$ cat src/rtl/ex_sequencer_pkg.sv
// Shared definitions for the execute-stage sequencer: datapath width,
// sequencer states and one-hot funct3 bit positions.
package ex_sequencer_pkg;

  localparam int unsigned XLEN = 32;

  typedef enum logic [1:0] {
    StIdle  = 2'd0,
    StExec  = 2'd1,
    StShift = 2'd2
  } state_e;

  // Bit positions inside the one-hot funct3 vector.
  localparam int unsigned F3Add  = 0;
  localparam int unsigned F3Sll  = 1;
  localparam int unsigned F3Slt  = 2;
  localparam int unsigned F3Sltu = 3;
  localparam int unsigned F3Xor  = 4;
  localparam int unsigned F3Sr   = 5;
  localparam int unsigned F3Or   = 6;
  localparam int unsigned F3And  = 7;

  // True for SLL/SRL/SRA encodings (caller qualifies with the ALU class).
  function automatic logic is_shift(input logic [7:0] funct3oh);
    return funct3oh[F3Sll] | funct3oh[F3Sr];
  endfunction

endpackage

$ cat src/rtl/ex_serial_shifter.sv
// Bit-serial shifter: loads an operand and a shift amount, then shifts one
// position per step until the count runs out. done flags the final step.
module ex_serial_shifter
  import ex_sequencer_pkg::*;
(
  input  logic            clk,
  input  logic            rst_n,
  input  logic            load,
  input  logic [XLEN-1:0] load_value,
  input  logic [4:0]      load_count,
  input  logic            left,
  input  logic            arith,
  input  logic            step,
  output logic [XLEN-1:0] value,
  output logic            done
);

  logic [XLEN-1:0] value_q;
  logic [4:0]      count_q;
  logic            left_q;
  logic            arith_q;

  // Operand/count register: load on accept, shift one bit per step.
  always_ff @(posedge clk) begin
    if (!rst_n) begin
      value_q <= '0;
      count_q <= 5'd0;
      left_q  <= 1'b0;
      arith_q <= 1'b0;
    end else if (load) begin
      value_q <= load_value;
      count_q <= load_count;
      left_q  <= left;
      arith_q <= arith;
    end else if (step && (count_q != 5'd0)) begin
      if (left_q) begin
        value_q <= {value_q[XLEN-2:0], 1'b0};
      end else begin
        value_q <= {arith_q & value_q[XLEN-1], value_q[XLEN-1:1]};
      end
      count_q <= count_q - 5'd1;
    end
  end

  // The step taken while the count is 1 is the last one.
  always_comb begin
    value = value_q;
    done  = (count_q == 5'd1);
  end

endmodule

$ cat src/rtl/ex_sequencer.sv
// Execute-stage sequencer: holds one decoded op, presents its operands to
// the ALU, returns the result over a valid/ready handshake and raises a
// one-cycle redirect for taken branches.
// Optional macro SERIAL_SHIFT_EN: shifts run on a local bit-serial shifter
// (one bit per cycle) instead of the ALU.
module ex_sequencer #(
  parameter int unsigned XLEN = 32
) (
  input  logic            clk,
  input  logic            rst_n,
  input  logic            in_valid,
  output logic            in_ready,
  input  logic [XLEN-1:0] in_pc,
  input  logic [XLEN-1:0] in_rs1,
  input  logic [XLEN-1:0] in_rs2,
  input  logic [XLEN-1:0] in_imm,
  input  logic            in_isALUimm,
  input  logic            in_isALUreg,
  input  logic            in_isBranch,
  input  logic [7:0]      in_funct3oh,
  input  logic [6:0]      in_funct7,
  output logic            alu_isALUimm,
  output logic            alu_isALUreg,
  output logic            alu_isBranch,
  output logic [7:0]      alu_funct3oh,
  output logic [6:0]      alu_funct7,
  output logic [XLEN-1:0] alu_rs1,
  output logic [XLEN-1:0] alu_rs2,
  input  logic [XLEN-1:0] alu_result,
  input  logic            alu_correct,
  output logic            out_valid,
  input  logic            out_ready,
  output logic [XLEN-1:0] out_result,
  output logic            redirect_valid,
  output logic [XLEN-1:0] redirect_pc,
  input  logic            flush
);
  import ex_sequencer_pkg::*;

  state_e          state_q, state_d, accept_state;
  logic            first_q, first_d;
  logic [XLEN-1:0] pc_q, rs1_q, rs2_q, imm_q;
  logic            is_alu_imm_q, is_alu_reg_q, is_branch_q;
  logic [7:0]      funct3oh_q;
  logic [6:0]      funct7_q;
  logic            accept;
  logic            shift_done;
  logic [XLEN-1:0] result;

`ifdef SERIAL_SHIFT_EN
  logic            in_shift;
  logic [4:0]      in_shamt;
  logic            held_shift;
  logic [XLEN-1:0] shift_value;

  // Classify the incoming op; the shift amount comes from operand b.
  always_comb begin
    in_shift   = (in_isALUimm | in_isALUreg) & is_shift(in_funct3oh);
    in_shamt   = (in_isALUimm | in_isBranch) ? in_imm[4:0] : in_rs2[4:0];
    held_shift = (is_alu_imm_q | is_alu_reg_q) & is_shift(funct3oh_q);
  end

  ex_serial_shifter u_shifter (
    .clk        (clk),
    .rst_n      (rst_n),
    .load       (accept & in_shift),
    .load_value (in_rs1),
    .load_count (in_shamt),
    .left       (in_funct3oh[F3Sll]),
    .arith      (in_funct7[5]),
    .step       (state_q == StShift),
    .value      (shift_value),
    .done       (shift_done)
  );
`else
  assign shift_done = 1'b0;
`endif

  // Handshake: a held result must drain before a new op can enter.
  always_comb begin
    in_ready = !flush && ((state_q == StIdle) || ((state_q == StExec) && out_ready));
    accept   = in_valid && in_ready;
  end

  // Next state and first-EXEC-cycle marker; flush overrides everything.
  always_comb begin
    state_d      = state_q;
    accept_state = StExec;
`ifdef SERIAL_SHIFT_EN
    // A zero shift amount needs no serial steps: the result is rs1.
    if (in_shift && (in_shamt != 5'd0)) begin
      accept_state = StShift;
    end
`endif
    unique case (state_q)
      StIdle: begin
        if (accept) state_d = accept_state;
      end
      StExec: begin
        if (out_ready) state_d = accept ? accept_state : StIdle;
      end
      StShift: begin
        if (shift_done) state_d = StExec;
      end
      default: state_d = StIdle;
    endcase
    if (flush) state_d = StIdle;
    first_d = (state_d == StExec) && (accept || (state_q == StShift));
  end

  // State register and operand latch.
  always_ff @(posedge clk) begin
    if (!rst_n) begin
      state_q      <= StIdle;
      first_q      <= 1'b0;
      pc_q         <= '0;
      rs1_q        <= '0;
      rs2_q        <= '0;
      imm_q        <= '0;
      is_alu_imm_q <= 1'b0;
      is_alu_reg_q <= 1'b0;
      is_branch_q  <= 1'b0;
      funct3oh_q   <= 8'd0;
      funct7_q     <= 7'd0;
    end else begin
      state_q <= state_d;
      first_q <= first_d;
      if (accept) begin
        pc_q         <= in_pc;
        rs1_q        <= in_rs1;
        rs2_q        <= in_rs2;
        imm_q        <= in_imm;
        is_alu_imm_q <= in_isALUimm;
        is_alu_reg_q <= in_isALUreg;
        is_branch_q  <= in_isBranch;
        funct3oh_q   <= in_funct3oh;
        funct7_q     <= in_funct7;
      end
    end
  end

  // ALU drive from the held op; operand b is the immediate for imm and branch ops.
  always_comb begin
    alu_isALUimm = is_alu_imm_q;
    alu_isALUreg = is_alu_reg_q;
    alu_isBranch = is_branch_q;
    alu_funct3oh = funct3oh_q;
    alu_funct7   = funct7_q;
    alu_rs1      = rs1_q;
    alu_rs2      = (is_alu_imm_q | is_branch_q) ? imm_q : rs2_q;
  end

  // Result and redirect outputs; held operands keep them stable under stall.
  always_comb begin
    result = is_branch_q ? '0 : alu_result;
`ifdef SERIAL_SHIFT_EN
    if (held_shift) result = shift_value;
`endif
    out_valid      = (state_q == StExec);
    out_result     = out_valid ? result : '0;
    redirect_valid = out_valid && first_q && is_branch_q && alu_correct && !flush;
    redirect_pc    = pc_q + imm_q;
  end

endmodule

$ cat config.mk
export PLATFORM = sky130hd
export DESIGN_NAME = ex_sequencer
export DESIGN_NICKNAME = d
export VERILOG_FILES = /design/src/rtl/ex_sequencer_pkg.sv /design/src/rtl/ex_serial_shifter.sv /design/src/rtl/ex_sequencer.sv
export SDC_FILE = /design/constraint.sdc
export NUM_CORES = 1
export LEC_CHECK = 0
export ABC_AREA = 1
export BUFFER_PORTS_ARGS = -buffer_cell sky130_fd_sc_hd__clkbuf_2
export CAP_MARGIN = 0
export CORE_ASPECT_RATIO = 1.4
export CORE_MARGIN = 2
export CORE_UTILIZATION = 35
export DETAILED_ROUTE_END_ITERATION = 16
export GPL_TIMING_DRIVEN = 0
export SLEW_MARGIN = 20
export SYNTH_ARGS = -nofsm -noshare
export SYNTH_HDL_FRONTEND = slang
export SYNTH_SLANG_ARGS = --single-unit
$ cat constraint.sdc
create_clock -name clk -period 2.6 [get_ports clk]
set_clock_uncertainty 0.15 [all_clocks]
set_input_delay 0.52 -clock clk [delete_from_list [all_inputs] [get_ports clk]]
set_output_delay 0.52 -clock clk [all_outputs]
set_load 0.005 [all_outputs]
## Yosys cells after proc, flatten, opt, wreduce, memory -nomap -nowiden

Cells that the tools add are included.

| word-level totals | value |
|---|---|
| word-level logic and storage cells | 36 |
| flip-flop bits (word level) | 149 |
| bits of input ports | 184 |
| output and inout port bits | 149 |

| operators by class | value |
|---|---|
| bitwise operators | 1 |
| eq/ne operators | 3 |
| add/subtract/negate cells | 1 |
| multiplexer cells | 8 |
| reduce and logical (&&, ||, !) cells | 12 |

Operators by type and width:

| operator | count |
|---|---|
| 32-bit two-way mux | 3 |
| 32-bit adder | 1 |
| 1-bit logical AND | 8 |
| 2-bit two-way mux | 3 |
| 2-bit one-hot mux with 3 select lines | 1 |
| 2-bit by 1-bit equality test with 1-bit output, second input constant | 2 |
| 2-bit equality test, second input constant | 1 |
| 2-bit zero test | 1 |
| 1-bit logical OR | 2 |
| 1-bit zero test | 1 |
| 1-bit two-way mux | 1 |
| 1-bit bitwise OR | 1 |

## Depth between registers and ports, before layout

Gate-level depths: netlist of the first run.

| depth | value |
|---|---|
| depth after elaboration | 11 |
| mapped depth | 12 |
| depth with buffers taken out | 12 |

## Worst setup path before layout of the first run

No wires, ideal clock.

| path | value |
|---|---|
| path type | reg-to-output |
| start point | register pc_q[0] |
| end point | output port redirect_pc[28] |
| arrival time | 1.632 ns |
| path slack | 0.298 ns |
| stages on the path, launching flop included | 13 |
| required time | 1.930 ns |
| path buffers | 0 |
| cell sequence | dfxtp_1 ha_1 fa_1 nand3_1 nand3_1 nand2_1 nand2_1 nand2_1 nand2_1 nand2_1 nand2_1 nand2_1 nand2_1 |

| between the ends | value |
|---|---|
| word-level cells in the longest chain between the ends | 1 |

RTL lines:

| element | RTL line | RTL |
|---|---|---|
| start: declaration | ex_sequencer.sv:42 | `logic [XLEN-1:0] pc_q, rs1_q, rs2_q, imm_q;` |
| start signal: assignment | ex_sequencer.sv:129 | `pc_q <= in_pc;` |
| 32-bit adder | ex_sequencer.sv:162 | `redirect_pc = pc_q + imm_q;` |
| end: declaration | ex_sequencer.sv:35 | `output logic [XLEN-1:0] redirect_pc,` |

No other way between the ends.

## Final worst setup path of the first run

| path | value |
|---|---|
| start point | register pc_q[0] |
| end point | output port redirect_pc[30] |

Same word-level chain as after synthesis.

==> flow_summary.yaml, run 1 <==
clock_network:
  root_buffer: "clkbuf_16"
  max-clock-path-buffers: 2
  cts_tree: "yes"
  cts_inserted_buffers: 17
  h_tree_lvl_count: 4
  clock_latency_of_the_later_clocked_register_in_the_worst_skew_pair_ns: 0.43
  numClockSinks: 149
  cts.reportedPaths.clkPinSlew_ns: 0.06
yosys:
  syn_area_per_cell_um2: 6.33
  synth_top_family_by_area: "simple AND/OR/NAND/NOR gates"
  yosys.area_share.adder_pct: 4.98
  synth_xor_area_share_pct: 1.71
  synth_area_leaders: "dfxtp_1 36%, nand2_1 19%, a21oi_1 10%"
  synth_compound_gate_area_share_pct: 14.4
  ys_seq_area_share_pct: 36.4
  syn-cell-area_um2: 8190
  synth-seq-cells: 149
  synth.area.mux_share_pct: 0
  portion_of_synthesized_cell_area_occupied_by_the_leading_cell_type_pct: 36.4
  synth-simple-area-share_pct: 32.2
  yosys.cell_types.count: 23
  synth.largest_area_cell: "dfxtp_1"
  synthesis.yosys.warnings: 0
  syn-num-nets: 1511
  number_of_instances_in_the_synthesized_netlist: 1295
status:
  run_status: "finished with violations"
  violations: "setup timing"
route:
  detail_route.iter0.violations: 493
  post_drt_via_cell_ratio: 4.77
  drtPass1Iterations: 5
  final_antenna_net_count: 0
  drt_wl_total_um: 32000
  drcViolationCount: 0
  detail_route.wl_per_cell_um: 16.1
  routed-via-count: 9488
sta:
  unrepaired_setup_endpoints_after_global_routing: "yes"
  minimum_hold_slack_ns: 0.184
  fin_crit_sh_pct: 107
  setup_violations: 22
  final.setup.worst_slack_ns: -0.182
  timing_hold_violations_final: 0
  fmax_mhz: 359
  post-route-min-period_ns: 2.78
  fin_setup_tns_ns: -2.42
  worstMarginPinSlew_ns: 0.714
  slew_viol_final: 0
  normalized_max_slew_margin_pct: 52.4
finish:
  drive_gt1_share_pct: 37.1
  finalInstanceArea_um2: 12000
  nets: 1885
  final_util_pct: 52.1
  synthesis_to_layout_area_growth_pct: 46.9
  fillerInstances: 2385
  final_cells: 1989
critical_path:
  timing.critical_path.arrival_ns: 2.11
  worst_setup_path_end_kind: "output pin"
  critical_path.startpoint_type: "flop"
  path_max_fanout: 3
  cp_data_required_time_ns: 1.93
  worstSetupPathType: "flop to output pin"
  worst_r2r_path_depth: 8
global_routing:
  grt_start_max_net_pins: 17
  antenna_found_initial: 1
  global_route.usage.total_pct: 25.4
  globalRoute.totalOverflow: 0
  number_of_global_route_vias_before_repair: 9321
  grt_pass1_wl_um: 48800
placement:
  detailed_place.area_um2: 10200
  placement.setup.worst_slack_ns: -0.151
  gp_congestion: 0.885
  port-buffer-count: 331
  hpwl_um: 25200
  placed_cells: 1932
power_and_ir_drop:
  power.switching_mw: 1.76
  power_frac_clock_pct: 38.2
  share_seq_of_total_power_pct: 41.4
  power_frac_comb_pct: 20.3
  internal-power_mw: 4.30
  p_leak_nw: 6.03
  cellPowerDensity_nw_per_um2: 504
  power.ir.vdd_worst_mv: 0.440
  power.switching_fraction_pct: 29.0
  design_power_total_mw: 6.06
floorplanning:
  design.core.area_um2: 23100
  io_pins: 333
  initial_utilization_pct: 35.4
  fp.dieW_um: 133
  dieArea_um2: 24700
  num_rows: 66
  floorplan.die.height_um: 185
hold_path:
  min-delay-path-class: "input port to flop"
  count_of_cells_along_the_worst_hold_path: 3
flow_run:
  total_of_max_cap_violations: 0
==> timing repair <==
action,4_1_cts,5_1_grt
setup endpoints to repair,59,31
resized for setup,159,143
hold buffers,0,0
cloned,0,1
pin swaps,36,57
setup buffers,12,11
hold endpoints to repair,0,0
==> layout make-up <==
class | instances | area (um2) | share of cell area, %
inverters | 148 | 558 | 4.64
well taps | 306 | 383 | 3.18
diodes | 1 | 2.50 | 0.0208
repair buffers | 354 | 1860 | 15.4
multi-input cells | 928 | 5320 | 44.2
clock inverters | 9 | 78.8 | 0.655
clock buffers | 23 | 468 | 3.89
flip-flops and latches | 149 | 3070 | 25.5
plain buffers | 71 | 299 | 2.48
==> logic make-up (layout without fill, tap and decap cells) <==
kind of cell    Yosys count  count (layout)
xor+xnor                 16              16
buf+inv                 219             605
compound gates          234             234
other cells               0               1
fa+ha+maj                32              32
simple gates            645             646
flops                   149             149
==> flip-flops by register name, indices dropped and copies added, names as in the netlist <==
register      count
alu_isALUimm      1
rs2_q            32
state_q           2
alu_isBranch      1
alu_funct3oh      8
alu_rs1          32
imm_q            32
alu_isALUreg      1
alu_funct7        7
pc_q             32
first_q           1
==> layer usage <==
metal	vias up	share of wire [%]	track usage, %
met5	-	0	0
met1	4319	42	30.3
li1	4879	-	-
met2	240	50	43.9
met3	50	5.3	5.72
met4	0	2.8	10.6
==> Yosys cell counts (all sizes together) <==
library cell  instances
or2                   1
nand3               140
a21oi               166
inv                 148
o21bai                2
xor2                 14
a21o                  1
clkbuf               49
dfxtp               149
nor2                 79
fa                    1
o21ai                65
nor4                  1
nand4                 5
buf                  22
ha                   31
nor3                  6
nand2               413
xnor2                 2
==> worst max-delay path, stage by stage (launching register included) <==
cell      delay (ns)
dfxtp_2         0.34
ha_4            0.17
fa_2            0.38
buf_6           0.15
nand2_4         0.06
nand3_4         0.07
nand2_4         0.07
nand2_4         0.09
nand2_2         0.09
nand2_1         0.05
nand2_1         0.05
nand2_1         0.05
clkbuf_2        0.10
==> layout by cell type, fill, tap and decap left out, types with 3 or more instances in the layout <==
master	netlist	final
a21oi_1	166	155
a21oi_2	0	9
buf_2	20	36
buf_4	0	18
buf_6	0	4
clkbuf_1	49	47
clkbuf_16	0	17
clkbuf_2	0	321
clkinv_2	0	5
dfxtp_1	149	102
dfxtp_2	0	36
dfxtp_4	0	11
ha_4	0	31
inv_1	146	134
inv_2	2	13
nand2_1	412	339
nand2_2	1	50
nand2_4	0	24
nand3_1	140	127
nand3_2	0	11
nand4_1	5	5
nor2_1	79	63
nor2_2	0	10
nor2_4	0	7
nor3_2	0	3
nor3_4	1	3
o21ai_0	65	64
xor2_1	14	13
==> power groups by stage <==
stage | Combinational (mW) | Sequential (mW) | Clock (mW)
after floorplan | 0.556 | 2.51 | 0
after global placement | 1.05 | 2.52 | 0
after detailed placement | 1.06 | 2.53 | 0
after CTS | 1.17 | 2.51 | 2.36
after global routing | 1.37 | 2.52 | 2.45
final | 1.23 | 2.51 | 2.32
==> path summary, 6_finish.rpt <==
kind	startpoint	slack, ns	endpoint
setup / recovery	pc_q[0]	-0.18	redirect_pc[30]
hold / removal	in_rs2[8]	0.18	rs2_q[8]
setup reg to reg	state_q[0]	0.54	alu_funct3oh[0]
hold reg to reg	alu_funct7[1]	0.31	alu_funct7[1]
Note: power is estimated with default switching activity, not from simulation.
==> run 2: changes to the inputs <==
--- a/config.mk
+++ b/config.mk
@@ -7,13 +7,14 @@
 export LEC_CHECK = 0
 export ABC_AREA = 1
 export BUFFER_PORTS_ARGS = -buffer_cell sky130_fd_sc_hd__clkbuf_2
-export CAP_MARGIN = 0
+export CAP_MARGIN = 10
 export CORE_ASPECT_RATIO = 1.4
 export CORE_MARGIN = 2
 export CORE_UTILIZATION = 35
 export DETAILED_ROUTE_END_ITERATION = 16
 export GPL_TIMING_DRIVEN = 0
-export SLEW_MARGIN = 20
+export REMOVE_ABC_BUFFERS = 1
+export SLEW_MARGIN = 15
 export SYNTH_ARGS = -nofsm -noshare
 export SYNTH_HDL_FRONTEND = slang
 export SYNTH_SLANG_ARGS = --single-unit
==> flow_summary.yaml, run 2 (synthesis gave the netlist of run 1 again) <==
finish:
  layout_commonest_cell: "nand2_1"
  most-common-layout-cells: "342 x nand2_1, 313 x clkbuf_2, 155 x a21oi_1"
  final_cells: 1940
  nets: 1837
  n_antenna_cell: 0
  synthesis_to_layout_area_growth_pct: 48.3
  drive_gt1_share_pct: 38.1
critical_path:
  regToRegSetupSlack_ns: 0.29
  critical-path-slowest-cell: "fa_2"
  cp_data_required_time_ns: 1.93
  cpPeakStageDelay_ns: 0.37
  worstPathCellList: "ha_4, fa_2, nand3_2, nand3_2, nand2_2, nand2_4, nand2_2, nand2_4, nand2_2, nand2_1, nand2_1, nand2_2, buf_6"
  critical_path.startpoint_type: "flop"
  startpoint: "pc_q[0]"
  reg2reg_start: "state_q[0]"
  worst_r2r_endpoint: "imm_q[3]"
  worstSetupPathType: "flop to output pin"
  worst_setup_path_end_kind: "output pin"
  worst_r2r_path_depth: 9
  path_max_fanout: 3
  timing.critical_path.arrival_ns: 2.14
  critical_path.most_common_cell: "nand2_2"
route:
  detail_route.iter0.violations: 443
  drcViolationCount: 0
  drt_wl_total_um: 28000
  detail_route.wl_per_cell_um: 14.5
  post_drt_via_cell_ratio: 4.75
  drtPass1Iterations: 4
  final_antenna_net_count: 0
  routed-via-count: 9207
global_routing:
  grt_start_max_net_pins: 97
  antenna_found_initial: 1
  number_of_global_route_vias_before_repair: 8578
  global_route.usage.total_pct: 21.7
  grt_pass1_wl_um: 43000
  globalRoute.totalOverflow: 0
power_and_ir_drop:
  cellPowerDensity_nw_per_um2: 525
  p_leak_nw: 6.07
  power.ir.vdd_worst_mv: 0.439
  design_power_total_mw: 6.37
sta:
  normalized_max_slew_margin_pct: 41.1
  fin_crit_sh_pct: 108
  worstMarginPinSlew_ns: 0.883
  post-route-min-period_ns: 2.81
  slew_viol_final: 0
  setup_violations: 25
  fmax_mhz: 355
  minimum_hold_slack_ns: 0.180
  timing_hold_violations_final: 0
  unrepaired_setup_endpoints_after_global_routing: "yes"
  final.setup.worst_slack_ns: -0.215
hold_path:
  hold_path_end: "pc_q[20]"
  min-delay-path-class: "input port to flop"
  hold_start: "in_pc[20]"
  count_of_cells_along_the_worst_hold_path: 3
placement:
  placed_cells: 1872
  port-buffer-count: 332
  gp_congestion: 0.906
  hpwl_um: 19600
floorplanning:
  design.core.area_um2: 23100
  initial_utilization_pct: 35.4
  io_pins: 333
  num_rows: 66
  fp.dieW_um: 133
  floorplan.die.height_um: 185
  dieArea_um2: 24700
status:
  violations: "setup timing"
  run_status: "finished with violations"
clock_network:
  cts_tree: "yes"
  clock_latency_of_the_later_clocked_register_in_the_worst_skew_pair_ns: 0.43
  numClockSinks: 149
  cts.reportedPaths.clkPinSlew_ns: 0.07
  max-clock-path-buffers: 2
  h_tree_lvl_count: 4
  root_buffer: "clkbuf_16"
  cts_inserted_buffers: 17
flow_run:
  total_of_max_cap_violations: 0
## run 2: metal layers
metal | global-route usage (%) | routed length (um)
met1 | 25.8 | 11600
met5 | 0 | 13
met3 | 5.06 | 1400
met2 | 38.0 | 14200
met4 | 8.09 | 803
## run 2: timing repair
action                                  4_1_cts  5_1_grt
hold buffers                                  0        0
cloned                                        3        0
pin swaps                                    41       47
endpoints found under the setup margin       50       47
setup buffers                                18       15
endpoints found under the hold margin         0        0
gates resized for setup                     150      137
## run 2: power by group
group / total [mW] / switching [mW] / internal (mW)
clock network: 2.64 / 1.04 / 1.60
logic: 1.23 / 0.666 / 0.560
registers: 2.51 / 0.0980 / 2.41
total: 6.37 / 1.80 / 4.57
## run 2: stage by stage
stage | TNS [ns] | setup WS (ns) | instance area, um2 | util [%]
4_1_cts | -2.96 | -0.313 | 11600 | 50.2
3_5_place_dp | -13.08 | -0.251 | 10200 | 44.0
3_3_place_gp | -975.78 | -6.56 | 9940 | 43.0
5_1_grt | -5.54 | -0.326 | 12200 | 52.6
6_report | -2.78 | -0.215 | 12200 | 52.6
2_1_floorplan | -408.77 | -2.87 | 7900 | -
## run 2: area by class of cell
cell class                      instances  area, um2
Clock buffer                           20        467
Inverter                              148        571
Timing Repair inverter                  2       15.0
Multi-Input combinational cell        928       5320
Clock inverter                         12        165
Tap cell                              306        383
Timing Repair Buffer                  375       2180
Sequential cell                       149       3060
Fill cell                            2295      11000
## run 2: worst max-delay path by stage
stage | endpoint | slack, ns | cells past startpoint
detailed placement | imm_q[2] | -0.25 | 8
global placement | imm_q[28] | -6.56 | 5
global route | redirect_pc[16] | -0.33 | 11
floorplan | alu_isBranch | -2.87 | 5
CTS | redirect_pc[20] | -0.31 | 13
finish | redirect_pc[20] | -0.21 | 13
## run 2: worst max-delay path, delay by kind of cell (launching register included)
family | cells | cell delay, ns
AND/OR/NAND/NOR | 10 | 0.72
adder cells (fa/ha/maj) | 2 | 0.55
flip-flops | 1 | 0.33
buffers and inverters | 1 | 0.12
